===== src/rtl/regfile_pkg.sv =====
// Shared constants and helpers for the register file / scoreboard slice.
package regfile_pkg;
    localparam int DEFAULT_WIDTH    = 16;
    localparam int DEFAULT_NUM_REGS = 8;
    localparam int REG_ZERO         = 0;

    function automatic int calcAddrW(input int numRegs);
        return (numRegs > 1) ? $clog2(numRegs) : 1;
    endfunction
endpackage


===== src/rtl/register_nbits.sv =====
// Width-generic enabled register with synchronous active-high reset.
module register_nbits #(
    parameter int WIDTH = 16
) (
    input  logic             clk,
    input  logic             rst,
    input  logic             en,
    input  logic [WIDTH-1:0] d,
    output logic [WIDTH-1:0] q
);
    always_ff @(posedge clk) begin
        if (rst)
            q <= '0;
        else if (en)
            q <= d;
    end
endmodule


===== src/rtl/regfile_scoreboard.sv =====
// Register file with two combinational read ports, one write port, optional
// write-to-read bypass and a per-register busy scoreboard for hazard stalls.
module regfile_scoreboard
    import regfile_pkg::*;
#(
    parameter int WIDTH    = DEFAULT_WIDTH,
    parameter int NUM_REGS = DEFAULT_NUM_REGS,
    parameter int ADDR_W   = calcAddrW(NUM_REGS),
    parameter bit BYPASS   = 1'b1,
    parameter bit R0_ZERO  = 1'b0
) (
    input  logic              clk,
    input  logic              rst,
    input  logic [ADDR_W-1:0] read1RegSel,
    input  logic [ADDR_W-1:0] read2RegSel,
    output logic [WIDTH-1:0]  read1Data,
    output logic [WIDTH-1:0]  read2Data,
    input  logic [ADDR_W-1:0] writeRegSel,
    input  logic [WIDTH-1:0]  writeData,
    input  logic              writeEn,
    input  logic              reserveEn,
    input  logic [ADDR_W-1:0] reserveRegSel,
    output logic              busy1,
    output logic              busy2,
    output logic              wawErr
);
    logic [NUM_REGS-1:0][WIDTH-1:0] regQ;
    logic [NUM_REGS-1:0]            busyQ;
    logic                           wrEff;
    logic                           rsvEff;
    logic                           fwd1;
    logic                           fwd2;

    // With a hardwired zero register, traffic aimed at it is dropped up front
    // so it can never be written, forwarded or reserved.
    assign wrEff  = writeEn   && !(R0_ZERO && (writeRegSel   == ADDR_W'(REG_ZERO)));
    assign rsvEff = reserveEn && !(R0_ZERO && (reserveRegSel == ADDR_W'(REG_ZERO)));

    for (genvar i = 0; i < NUM_REGS; i++) begin : gReg
        register_nbits #(.WIDTH(WIDTH)) uReg (
            .clk (clk),
            .rst (rst),
            .en  (wrEff && (writeRegSel == ADDR_W'(i))),
            .d   (writeData),
            .q   (regQ[i])
        );
    end

    assign fwd1 = BYPASS && wrEff && (writeRegSel == read1RegSel);
    assign fwd2 = BYPASS && wrEff && (writeRegSel == read2RegSel);

    always_comb begin
        read1Data = fwd1 ? writeData : regQ[read1RegSel];
        read2Data = fwd2 ? writeData : regQ[read2RegSel];
        // A forwarded value satisfies the consumer, so the hazard is hidden.
        busy1     = busyQ[read1RegSel] && !fwd1;
        busy2     = busyQ[read2RegSel] && !fwd2;
    end

    always_ff @(posedge clk) begin
        if (rst) begin
            busyQ  <= '0;
            wawErr <= 1'b0;
        end else begin
            for (int i = 0; i < NUM_REGS; i++) begin
                // Reserve beats clear: the newer producer is still in flight.
                if (rsvEff && (reserveRegSel == ADDR_W'(i)))
                    busyQ[i] <= 1'b1;
                else if (wrEff && (writeRegSel == ADDR_W'(i)))
                    busyQ[i] <= 1'b0;
            end
            if (rsvEff && busyQ[reserveRegSel] &&
                !(wrEff && (writeRegSel == reserveRegSel)))
                wawErr <= 1'b1;
        end
    end
endmodule


===== config.mk =====
export PLATFORM = sky130hd
export DESIGN_NAME = regfile_scoreboard
export DESIGN_NICKNAME = d
export VERILOG_FILES = /design/src/rtl/regfile_pkg.sv /design/src/rtl/register_nbits.sv /design/src/rtl/regfile_scoreboard.sv
export SDC_FILE = /design/constraint.sdc
export NUM_CORES = 1
export LEC_CHECK = 0
export ABC_AREA = 1
export BUFFER_PORTS_ARGS = -buffer_cell sky130_fd_sc_hd__buf_2
export CAP_MARGIN = 20
export CORE_ASPECT_RATIO = 0.7
export CORE_UTILIZATION = 50
export DETAILED_ROUTE_END_ITERATION = 6
export PLACE_DENSITY = 0.79
export SLEW_MARGIN = 5
export SYNTH_ARGS = -nofsm -noshare
export SYNTH_HDL_FRONTEND = slang
export SYNTH_SLANG_ARGS = --single-unit
export TNS_END_PERCENT = 30

===== constraint.sdc =====
create_clock -name clk -period 4.3 [get_ports clk]
set_input_delay 0.86 -clock clk [delete_from_list [all_inputs] [get_ports clk]]
set_output_delay 0.86 -clock clk [all_outputs]
set_load 0.01 [all_outputs]

; Yosys cells after proc, flatten, opt, wreduce, memory -nomap -nowiden
; Cells that the tools add are included.
[word_totals]
ff_bits = 137
input_bits = 32
word_cells = 101
[op_classes]
order_cmp = 3
eq_ne = 17
muxes = 28
n_reduce_logical = 36
[op_table]
columns = cell, n
row1 = $bmux W16 S3, 2
row2 = $mux W16, 4
row3 = $eq A3 B3 Y1 const B, 8
row4 = $logic_and A1 B1 Y1, 23
row5 = $mux W1, 19
row6 = $reduce_bool A2 Y1, 8
row7 = $eq A3 B2 Y1 const B, 4
row8 = $lt A3 B4 Y1 const B, 3
row9 = $bmux W1 S3, 3
row10 = $eq A3 B3 Y1, 3
row11 = $eq A3 B1 Y1 const B, 2
row12 = $logic_not A3 Y1, 2
row13 = $logic_not A1 Y1, 3

; Logic depth before layout (Yosys ltp)
; Gate-level depths: netlist of run 1.
[depth]
ltp_word = 4
ltp_mapped = 9
ltp_nobuf = 8

; By module
; A second synthesis of run 1 with hierarchy kept.
[unflattened]
cells_unflattened = 1506
hier_area_um2 = 8908.5
[by_module_without_submodules]
columns = mod, n_inst, cells_per_inst, area_per_inst_um2, seq_area_each_um2
row1 = register_nbits, 8, 101, 670.6, 320.3
row2 = regfile_scoreboard, 1, 698, 3543.4, 180.2

; Worst setup path before layout of run 1
; Ideal clock, no wire load.
[synth_path]
path_type = input to output
from = input port read1RegSel[2]
to = output port read1Data[12]
arrival_time_ns = 1.839
required_ns = 3.440
path_slack_ns = 1.601
stages = 7
path_cell_list = buf_4 -> inv_2 -> buf_2 -> o21ai_2 -> nand2_2 -> buf_2 -> o21ai_0
[synth_between]
elab_chain_cells = 3
word_cells_on_any_way = 5
cone_classes = 1 x eq/ne / 3 x mux / 1 x reduce/logical
[synth_lines]
columns = item, line
row1 = "start, declared", regfile_scoreboard.sv:14  ; input logic [ADDR_W-1:0] read1RegSel,
row2 = $bmux W16 S3 / $eq A3 B3 Y1 (equally long branches), "regfile_scoreboard.sv:53, regfile_scoreboard.sv:49"
row3 = $mux W16 (not written as such) / $logic_and A1 B1 Y1 (equally long branches), "regfile_scoreboard.sv:53, regfile_scoreboard.sv:49"
row4 = $mux W16 *, regfile_scoreboard.sv:53  ; read1Data = fwd1 ? writeData : regQ[read1RegSel];
row5 = "end, declared", regfile_scoreboard.sv:16  ; output logic [WIDTH-1:0] read1Data,
; Mark *: on every way between the ends. The rest lies on a longest branch, timed or not. The select of a mux whose other input is x is not followed.

; Final worst setup path of run 1
[layout_path]
from = input port read2RegSel[2]
to = output port busy2
[layout_between]
elab_chain_cells = 4
word_cells_on_any_way = 6
cone_classes = 1 x eq/ne / 2 x mux / 3 x reduce/logical
[layout_lines]
columns = item, line
row1 = "start, declared", regfile_scoreboard.sv:15  ; input logic [ADDR_W-1:0] read2RegSel,
row2 = "parallel branches: the longest is 3 deep, another holds $bmux W1 S3", n/a
row3 = $logic_and A1 B1 Y1 *, regfile_scoreboard.sv:57  ; busy2 = busyQ[read2RegSel] && !fwd2;
row4 = "end, declared", regfile_scoreboard.sv:24  ; output logic busy2,
; Every way passes the cells marked *. The select of a mux whose other input is x is not followed.

==> results.py, run 1 <==
metrics = {
    "worst_hold_path": {
        "hp-class": "flop to flop",
    },
    "global_route": {
        "grt_max_degree": 138,
        "overflow": 0,
        "grt_pass1_vias": 7025,
        "grt_pass1_wl_um": 37800,
        "grt_usage": 0.305,
        "antenna_found_initial": 0,
    },
    "logic_synthesis": {
        "avgSynthCellArea_um2": 6.69,
        "synthArstFlopShare": 0,
        "synthCells": 1169,
        "synthTopCellsByArea": "dfxtp_1 (35%), nand2_1 (11%), a211oi_1 (8.2%)",
        "syn_nets": 1201,
        "yosysSeqAreaShare": 0.350,
        "synth_ff_type": "dfxtp_1",
        "synth.distinct_cells": 25,
        "synth_seq_cells": 137,
        "yosysMostFrequentCell": "nand2_1",
        "yosysTopAreaCellShare": 0.350,
        "synth_warnings": 0,
        "synth_area_um2": 7830,
        "yosys-top-cells-count": "nand2_1 (231), dfxtp_1 (137), a21oi_1 (126), nor2_1 (106), nand3_1 (94)",
        "yosysTopAreaCell": "dfxtp_1",
        "synth_edf_count": 0,
    },
    "die": {
        "coreArea_um2": 15000,
        "placementRows": 37,
        "die-area_um2": 16200,
        "io_pins": 67,
        "die_x_um": 152,
        "start_util": 0.522,
        "die_y_um": 107,
    },
    "placement": {
        "port_buffers": 66,
        "post-dp-hpwl_um": 15300,
        "placedCellCount": 1333,
        "gp_congestion": 0.933,
    },
    "layout": {
        "layout.nets": 1189,
        "finalNonFillerCells": 1365,
        "fin_util": 0.573,
        "area_growth_pct": 9.91,
        "fillCellCount": 1408,
        "drive_above_1_share": 0.116,
    },
    "timing": {
        "fin_crit_ns": 3.61,
        "worst_pin_slew_ns": 0.691,
        "min_period_over_period": 0.839,
        "drv_slew": 0,
        "max-slew-margin-rel": 0.538,
        "fin_tns_setup_ns": 0,
        "clock_skew_ns": 0.00375,
        "final-setup-viol-count": 0,
        "rsz0062_at_grt": "no",
        "max_clock_freq_mhz": 277,
        "hold_viol_final": 0,
    },
    "clocking": {
        "cts-root-buf": "clkbuf_16",
        "cts_buffers": 17,
        "h-tree-depth": 4,
        "cts_resized": 0,
        "cts.sinks": 137,
        "clkTransAtPathRegs_ns": 0.06,
        "cts_tree": "yes",
        "clock_insertion_delay_worst_skew_ns": 0.43,
        "hold_buffers": 0,
        "post-cts-setup-buffers": 0,
        "clockBufferDepth": 2,
    },
    "drt": {
        "viasPerCell": 5.84,
        "vias": 7970,
        "drtAntennaViolNets": 0,
        "drc": 0,
        "drt_first_iter_violations": 1042,
        "firstDrtPassIters": 6,
        "routed_wl_um": 23900,
        "routedWlPerCell_um": 17.5,
    },
    "power": {
        "power.density_nw_per_um2": 400,
        "ir_drop_mv": 0.196,
        "leakage_nw": 3.32,
        "power_mw": 3.44,
    },
    "job": {
        "maxCapViolations": 0,
    },
    "worst_setup_path": {
        "crit_type": "input pin to primary output",
        "startpoint_type": "input pin",
        "arrival_ns": 2.75,
        "cp.required_ns": 3.44,
        "crit_path_end_kind": "primary output",
        "cp_max_fo": 23,
        "reg2reg_slack_ns": 3.28,
    },
    "run_status": {
        "status": "finished clean",
    },
}
==> worst paths after layout <==
check            startpoint     end  cells after the start
max          read2RegSel[2]   busy2                      8
min                  wawErr  wawErr                      2
max reg2reg        busyQ[6]  wawErr                      6
min reg2reg          wawErr  wawErr                      2
==> report_power, final <==
group          internal (mW)  leakage [nW]  switching, mW
clock                   1.04         0.308          0.577
sequential              1.31          1.11         0.0208
combinational          0.156          1.90          0.342
==> routing by layer <==
layer / global-route usage / up-vias / share of wire
li1: - / 3949 / -
met1: 0.432 / 3541 / 0.45
met2: 0.426 / 436 / 0.41
met3: 0.101 / 44 / 0.12
met4: 0.113 / 0 / 0.022
met5: 0 / - / 0
==> worst max-delay path, stage by stage <==
cell and delay (ns):
buf_2 0.35, inv_2 0.29, nand2_1 0.15, o21ai_2 0.06, nand2_2 0.33, inv_1 0.30, nor3_1 0.22, buf_2 0.17
==> flip-flops by register name, indices dropped and copies added (netlist names) <==
register and cells:
gReg.uReg.q 128, wawErr 1, busyQ 8
==> kinds of logic (layout without fill, tap and decap cells) <==
group,Yosys count,after routing,share of synthesized area
buf+inv,219,219,0.125
compound gates,367,367,0.286
flops,137,137,0.350
other cells,0,1,0
simple gates,444,444,0.237
xor+xnor,2,2,0.00224
==> stage by stage <==
| stage | setup slack (ns) | hold WS, ns | cell area, µm² |
|---|---|---|---|
| final | 0.694 | 0.451 | 8600 |
| after global routing | 0.562 | 0.476 | 8600 |
| after CTS | 0.735 | 0.457 | 8600 |
| after detailed placement | 0.745 | 0.447 | 7960 |
| after global placement | 0.785 | 0.439 | 7960 |
| after floorplan | 1.60 | 0.439 | 7830 |
==> cell type report <==
type	instances	area, µm²	area share
clock inverter	13	201	0.0234
inverter	110	413	0.0480
multi-input combinational	813	4110	0.477
tap	195	244	0.0284
antenna	1	2.50	0.000291
timing repair buffer	78	453	0.0527
sequential	137	2740	0.319
clock buffer	18	439	0.0511
==> placed cells by master, fill, tap and decap left out, drive strengths merged <==
master,Yosys,routed
nand2,234,234
dfxtp,137,137
a21oi,126,126
nor2,114,114
inv,103,103
nand3,94,94
o21ai,89,89
a211oi,88,88
buf,71,78
o211ai,64,64
clkbuf,38,18
clkinv,7,12
bufinv,0,5
clkinvlp,0,3
xor2,2,2
nor3,2,2
diode,0,1
No activity file was read; power rests on OpenSTA's default activity.
==> run 2, diff against run 1 <==
Clock period 4.3 ns to 3.42 ns, I/O delays scaled along.
==> run 2 against run 1 <==
  * The flow now finishes with violations (design-rule violations)
  * Flip-flop and latch count unchanged
  * Register-to-register slack lost 0.92 ns
  * Power rose by 24%
  * Wire length rose by 3.9%
  * Cell count increased by 0.95%
  * Clock skew about the same
  * Die area is the same
  * Worst hold slack better by 0.0021 ns
  * Design area increased by 1.1%
  * Critical endpoint is now read2Data[2]
  * Highest routed layer unchanged
==> results.py, run 2 (synthesized netlist as in run 1, its figures left out) <==
metrics = {
    "power": {
        "combPwrFrac": 0.150,
        "ir_drop_mv": 0.285,
        "clkPwrFrac": 0.458,
        "power_mw": 4.27,
        "swShare": 0.279,
        "switchingPower_mw": 1.19,
        "p_int_mw": 3.08,
        "power.density_nw_per_um2": 491,
        "leakage_nw": 3.38,
        "p_seq_frac": 0.392,
    },
    "die": {
        "coreArea_um2": 15000,
        "die_x_um": 152,
        "start_util": 0.522,
        "placementRows": 37,
        "io_pins": 67,
        "die-area_um2": 16200,
        "die_y_um": 107,
    },
    "timing": {
        "fin_tns_setup_ns": 0,
        "clock_skew_ns": 0.00369,
        "rsz0062_at_grt": "no",
        "max-slew-margin-rel": 0.562,
        "max_clock_freq_mhz": 343,
        "final-setup-viol-count": 0,
        "min_period_over_period": 0.852,
        "drv_slew": 0,
        "fin_crit_ns": 2.91,
        "worst_pin_slew_ns": 0.656,
        "hold_viol_final": 0,
    },
    "worst_setup_path": {
        "crit_path_end_kind": "primary output",
        "arrival_ns": 2.23,
        "cp.required_ns": 2.74,
        "reg2regPathDepth": 6,
        "crit_type": "input pin to primary output",
        "slowest_stage": "buf_4",
        "crit_path_frequent_cell": "buf_4",
        "cp_max_fo": 31,
        "slowest_delay_ns": 0.33,
        "startpoint_type": "input pin",
        "path_cells": "buf_4, buf_4, buf_4, nand2_1, o211ai_1, nand3_1, nand3_1, nand2_1, buf_2",
        "path_depth": 9,
        "critPathBufInv": 4,
        "critPathTopFamily": "buffers and inverters",
    },
    "run_status": {
        "status": "finished with violations",
        "violations": "design-rule violations",
    },
    "drt": {
        "routed_wl_um": 24800,
        "drt_first_iter_violations": 996,
        "drc": 2,
        "vias": 8179,
        "drtAntennaViolNets": 0,
        "routedWlPerCell_um": 18.0,
        "firstDrtPassIters": 7,
        "viasPerCell": 5.94,
    },
    "clocking": {
        "cts_resized": 0,
        "cts_tree": "yes",
        "post-cts-setup-buffers": 0,
        "cts-root-buf": "clkbuf_16",
        "clkTransAtPathRegs_ns": 0.06,
        "h-tree-depth": 4,
        "hold_buffers": 0,
        "cts_buffers": 17,
        "clock_insertion_delay_worst_skew_ns": 0.43,
        "cts.sinks": 137,
        "clockBufferDepth": 2,
    },
    "job": {
        "maxCapViolations": 0,
    },
    "layout": {
        "area_growth_pct": 11.1,
        "fillCellCount": 1427,
        "largest_register": "gReg.uReg.q",
        "multiInputGateArea_um2": 4110,
        "largest_reg_flops": 128,
        "drive_above_1_share": 0.126,
        "layout.nets": 1202,
        "seqCellArea_um2": 2740,
        "final_area_um2": 8690,
        "mostFrequentLayoutCell": "nand2_1",
        "top_regs": "gReg.uReg.q: 128 flops, busyQ: 8 flops, wawErr: 1 flops",
        "final_cell_mix": "nand2_1 (231), dfxtp_1 (137), a21oi_1 (126), nor2_1 (106), nand3_1 (94)",
        "n_antenna_cell": 0,
    },
    "global_route": {
        "grt_pass1_wl_um": 39500,
        "antenna_found_initial": 0,
        "grt_max_degree": 99,
        "grt_pass1_vias": 7420,
        "grt_usage": 0.319,
        "overflow": 0,
    },
    "placement": {
        "gp_congestion": 0.920,
        "port_buffers": 66,
        "place_area_um2": 8070,
        "post-dp-hpwl_um": 15700,
    },
    "worst_hold_path": {
        "hold_depth": 2,
        "hp-class": "flop to flop",
    },
}
-- run 2: worst paths after layout --
kind	start	to	slack (ns)
setup / recovery	read2RegSel[0]	read2Data[2]	0.51
hold / removal	wawErr	wawErr	0.45
setup reg to reg	busyQ[1]	wawErr	2.36
hold reg to reg	wawErr	wawErr	0.45
-- run 2: power by group through the flow --
| stage | clock network (mW) | registers, mW | logic, mW |
|---|---|---|---|
| final | 1.95 | 1.67 | 0.639 |
| after floorplan | 0 | 1.70 | 0.436 |
| after global routing | 2.03 | 1.68 | 0.698 |
| after global placement | 0 | 1.71 | 0.613 |
| after detailed placement | 0 | 1.71 | 0.622 |
| after CTS | 1.95 | 1.67 | 0.627 |
-- run 2: routing by layer --
| metal | vias to the layer above | track usage | wire [µm] |
|---|---|---|---|
| li1 | 3970 | - | - |
| met3 | 62 | 0.0872 | 2920 |
| met2 | 476 | 0.458 | 10200 |
| met1 | 3671 | 0.448 | 10900 |
| met5 | - | 0 | 0 |
| met4 | 0 | 0.124 | 731 |
-- run 2: worst reg2reg max path, cell delays in order (launching register included) --
cell     delay [ns]
dfxtp_1        0.31
inv_1          0.11
nor2_1         0.07
nor2_1         0.18
nand3_1        0.10
nand3_1        0.09
a21oi_1        0.06
-- run 2: final cells by class --
cell class / instances / area share
repair buffers: 91 / 0.0648
inverters: 110 / 0.0475
clock inverters: 10 / 0.0161
multi-input cells: 813 / 0.472
flip-flops and latches: 137 / 0.315
clock buffers: 22 / 0.0557
well taps: 195 / 0.0281
-- run 2: through the flow --
step                      instances  utilization  setup slack, ns  hold WS (ns)
after floorplan                1169            -             1.07         0.439
after global placement         1346        0.538            0.614         0.439
after detailed placement       1346        0.538            0.595         0.449
after CTS                      1378        0.580            0.573         0.459
after global routing           1378        0.580            0.411         0.486
final                          1378        0.580            0.505         0.453
==> run 3, diff against run 2 <==
Settings changed: ABC_AREA 1 to unset.
==> run 3 against run 2 <==
  * The run now ends clean
  * Sequential share of layout area is 0.16 points higher
  * Cell count is 22% lower
  * Combinational power is 30% lower
  * Design area is 0.52% lower
  * Count of clock-buffer cells in the layout is 4 lower
  * Synthesized area is 1.9% lower
  * Worst setup slack worse by 0.058 ns
  * Via count is 17% lower
  * Sequential power hardly changed
  * Fmax is 2.0% lower
  * Global-route usage is 1.3 points lower
  * Critical endpoint is now read1Data[4]
  * Largest power group unchanged
==> results.py, run 3 <==
metrics = {
    "run_status": {
        "status": "finished clean",
    },
    "global_route": {
        "grt_usage": 0.306,
        "grt_pass1_wl_um": 36000,
        "grt_pass1_vias": 6423,
        "antenna_found_initial": 0,
        "overflow": 0,
        "grt_max_degree": 127,
    },
    "timing": {
        "drv_slew": 0,
        "fin_tns_setup_ns": 0,
        "fin_ws_ns": 0.447,
        "min_period_over_period": 0.869,
        "worst_pin_slew_ns": 1.06,
        "max-slew-margin-rel": 0.292,
        "rsz0062_at_grt": "no",
        "hold_viol_final": 0,
        "fin_crit_ns": 2.97,
        "final-setup-viol-count": 0,
        "clock_skew_ns": 0.00224,
        "max_clock_freq_mhz": 336,
        "hold_slack_ns": 0.461,
    },
    "placement": {
        "port_buffers": 66,
        "post-dp-hpwl_um": 14300,
        "pre_cts_slack_ns": 0.473,
        "gp_congestion": 0.848,
        "place_area_um2": 8040,
    },
    "logic_synthesis": {
        "synth_seq_cells": 137,
        "synth.distinct_cells": 30,
        "avgSynthCellArea_um2": 9.14,
        "synthCells": 840,
        "yosysSeqAreaShare": 0.357,
        "yosysTopAreaCell": "dfxtp_1",
        "yosysMostFrequentCell": "nand2_1",
        "synth_ff_type": "dfxtp_1",
        "synthArstFlopShare": 0,
        "synth_area_um2": 7670,
        "yosys-top-cells-count": "nand2_1 (258), a21oi_1 (161), dfxtp_1 (137), mux4_1 (60), nor2_1 (44)",
        "yosysTopAreaCellShare": 0.357,
        "synth_warnings": 0,
        "synthTopCellsByArea": "dfxtp_1 (36%), mux4_1 (21%), nand2_1 (13%)",
        "synth_edf_count": 0,
        "syn_nets": 872,
    },
    "clocking": {
        "cts_buffers": 17,
        "hold_buffers": 0,
        "clockBufferDepth": 2,
        "clock_insertion_delay_worst_skew_ns": 0.43,
        "cts_tree": "yes",
        "cts.sinks": 137,
        "post-cts-setup-buffers": 0,
        "cts_resized": 0,
        "cts-root-buf": "clkbuf_16",
        "clkTransAtPathRegs_ns": 0.06,
        "h-tree-depth": 4,
    },
    "power": {
        "ir_drop_mv": 0.320,
        "leakage_nw": 3.50,
        "power.density_nw_per_um2": 467,
        "power_mw": 4.04,
    },
    "worst_setup_path": {
        "slowest_stage": "mux4_1",
        "crit_type": "input pin to primary output",
        "cp_max_fo": 14,
        "crit_path_frequent_cell": "buf_2",
        "path_cells": "buf_2, buf_12, mux4_1, mux2i_1, a21oi_1, buf_2",
        "slowest_delay_ns": 0.56,
        "critPathTopFamily": "multiplexers",
        "crit_path_end_kind": "primary output",
        "critPathBufInv": 3,
        "arrival_ns": 2.29,
        "startpoint_type": "input pin",
        "cp.required_ns": 2.74,
    },
    "die": {
        "die-area_um2": 15900,
        "io_pins": 67,
        "coreArea_um2": 14900,
        "die_y_um": 106,
        "placementRows": 37,
        "die_x_um": 150,
        "start_util": 0.516,
    },
    "drt": {
        "drt_first_iter_violations": 741,
        "routed_wl_um": 23700,
        "vias": 6760,
        "drtAntennaViolNets": 0,
        "viasPerCell": 6.31,
        "firstDrtPassIters": 5,
        "routedWlPerCell_um": 22.1,
        "drc": 0,
    },
    "layout": {
        "fillCellCount": 1258,
        "mostFrequentLayoutCell": "nand2_1",
        "largest_register": "gReg.uReg.q",
        "drive_above_1_share": 0.164,
        "final_area_um2": 8650,
        "area_growth_pct": 12.7,
        "n_antenna_cell": 0,
        "top_regs": "gReg.uReg.q: 128 flops, busyQ: 8 flops, wawErr: 1 flops",
        "layout.nets": 896,
        "final_cell_mix": "nand2_1 (258), a21oi_1 (161), dfxtp_1 (137), buf_2 (65), mux4_1 (60)",
        "largest_reg_flops": 128,
    },
    "worst_hold_path": {
        "hp-class": "flop to flop",
    },
    "job": {
        "maxCapViolations": 0,
    },
}
run 3: cell count changes after synthesis, sizes merged, moves of 68 or more:
cell and delta:
nand3 -90, a211oi -88, mux4 +68, o21ai -89, inv -99
run 3: tightest hold or removal path, delay by kind of cell (launching register included):
kind	cells	cell delay (ns)
AOI/OAI and AO/OA	1	0.05
and+or+nand+nor	1	0.05
DFF	1	0.31
run 3: layout make-up:
class	instances	area (µm²)	share of cell area
multi-input cells	618	4480	0.518
flip-flops and latches	137	2740	0.317
repair buffers	86	558	0.0645
clock buffers	18	439	0.0508
well taps	195	244	0.0282
clock inverters	14	174	0.0201
inverters	4	15.0	0.00174
run 3: final timing paths:
kind,startpoint,cells past startpoint,end,slack (ns)
setup reg to reg,busyQ[1],4,wawErr,2.23
hold reg to reg,gReg[1].uReg.q[2],2,gReg[1].uReg.q[2],0.46
setup / recovery,read1RegSel[0],6,read1Data[4],0.45
hold / removal,gReg[1].uReg.q[2],2,gReg[1].uReg.q[2],0.46
run 3: metrics by stage:
stage,std cells,utilization
final,1072,0.582
after global routing,1072,0.582
after CTS,1072,0.582
after detailed placement,1040,0.541
after global placement,1040,0.541
after floorplan,840,-
run 3: power breakdown:
group / internal [mW] / switching, mW / leakage [nW]
clock network: 1.17 / 0.757 / 0.288
logic: 0.171 / 0.279 / 2.10
registers: 1.63 / 0.0279 / 1.11
run 3: layer usage:
metal	track usage	wire length [µm]	vias to the layer above
li1	-	-	3028
met1	0.400	9200	3214
met2	0.477	10900	445
met3	0.0818	2870	73
met4	0.128	701	0
met5	0	0	-
run 3: logic make-up after synthesis:
family / after synthesis / share of synthesized area
buffers and inverters: 85 / 0.0595
and+or+nand+nor: 332 / 0.178
xor gates and xnor gates: 9 / 0.0103
muxes: 106 / 0.279
DFF: 137 / 0.357
AOI/OAI and AO/OA: 171 / 0.116
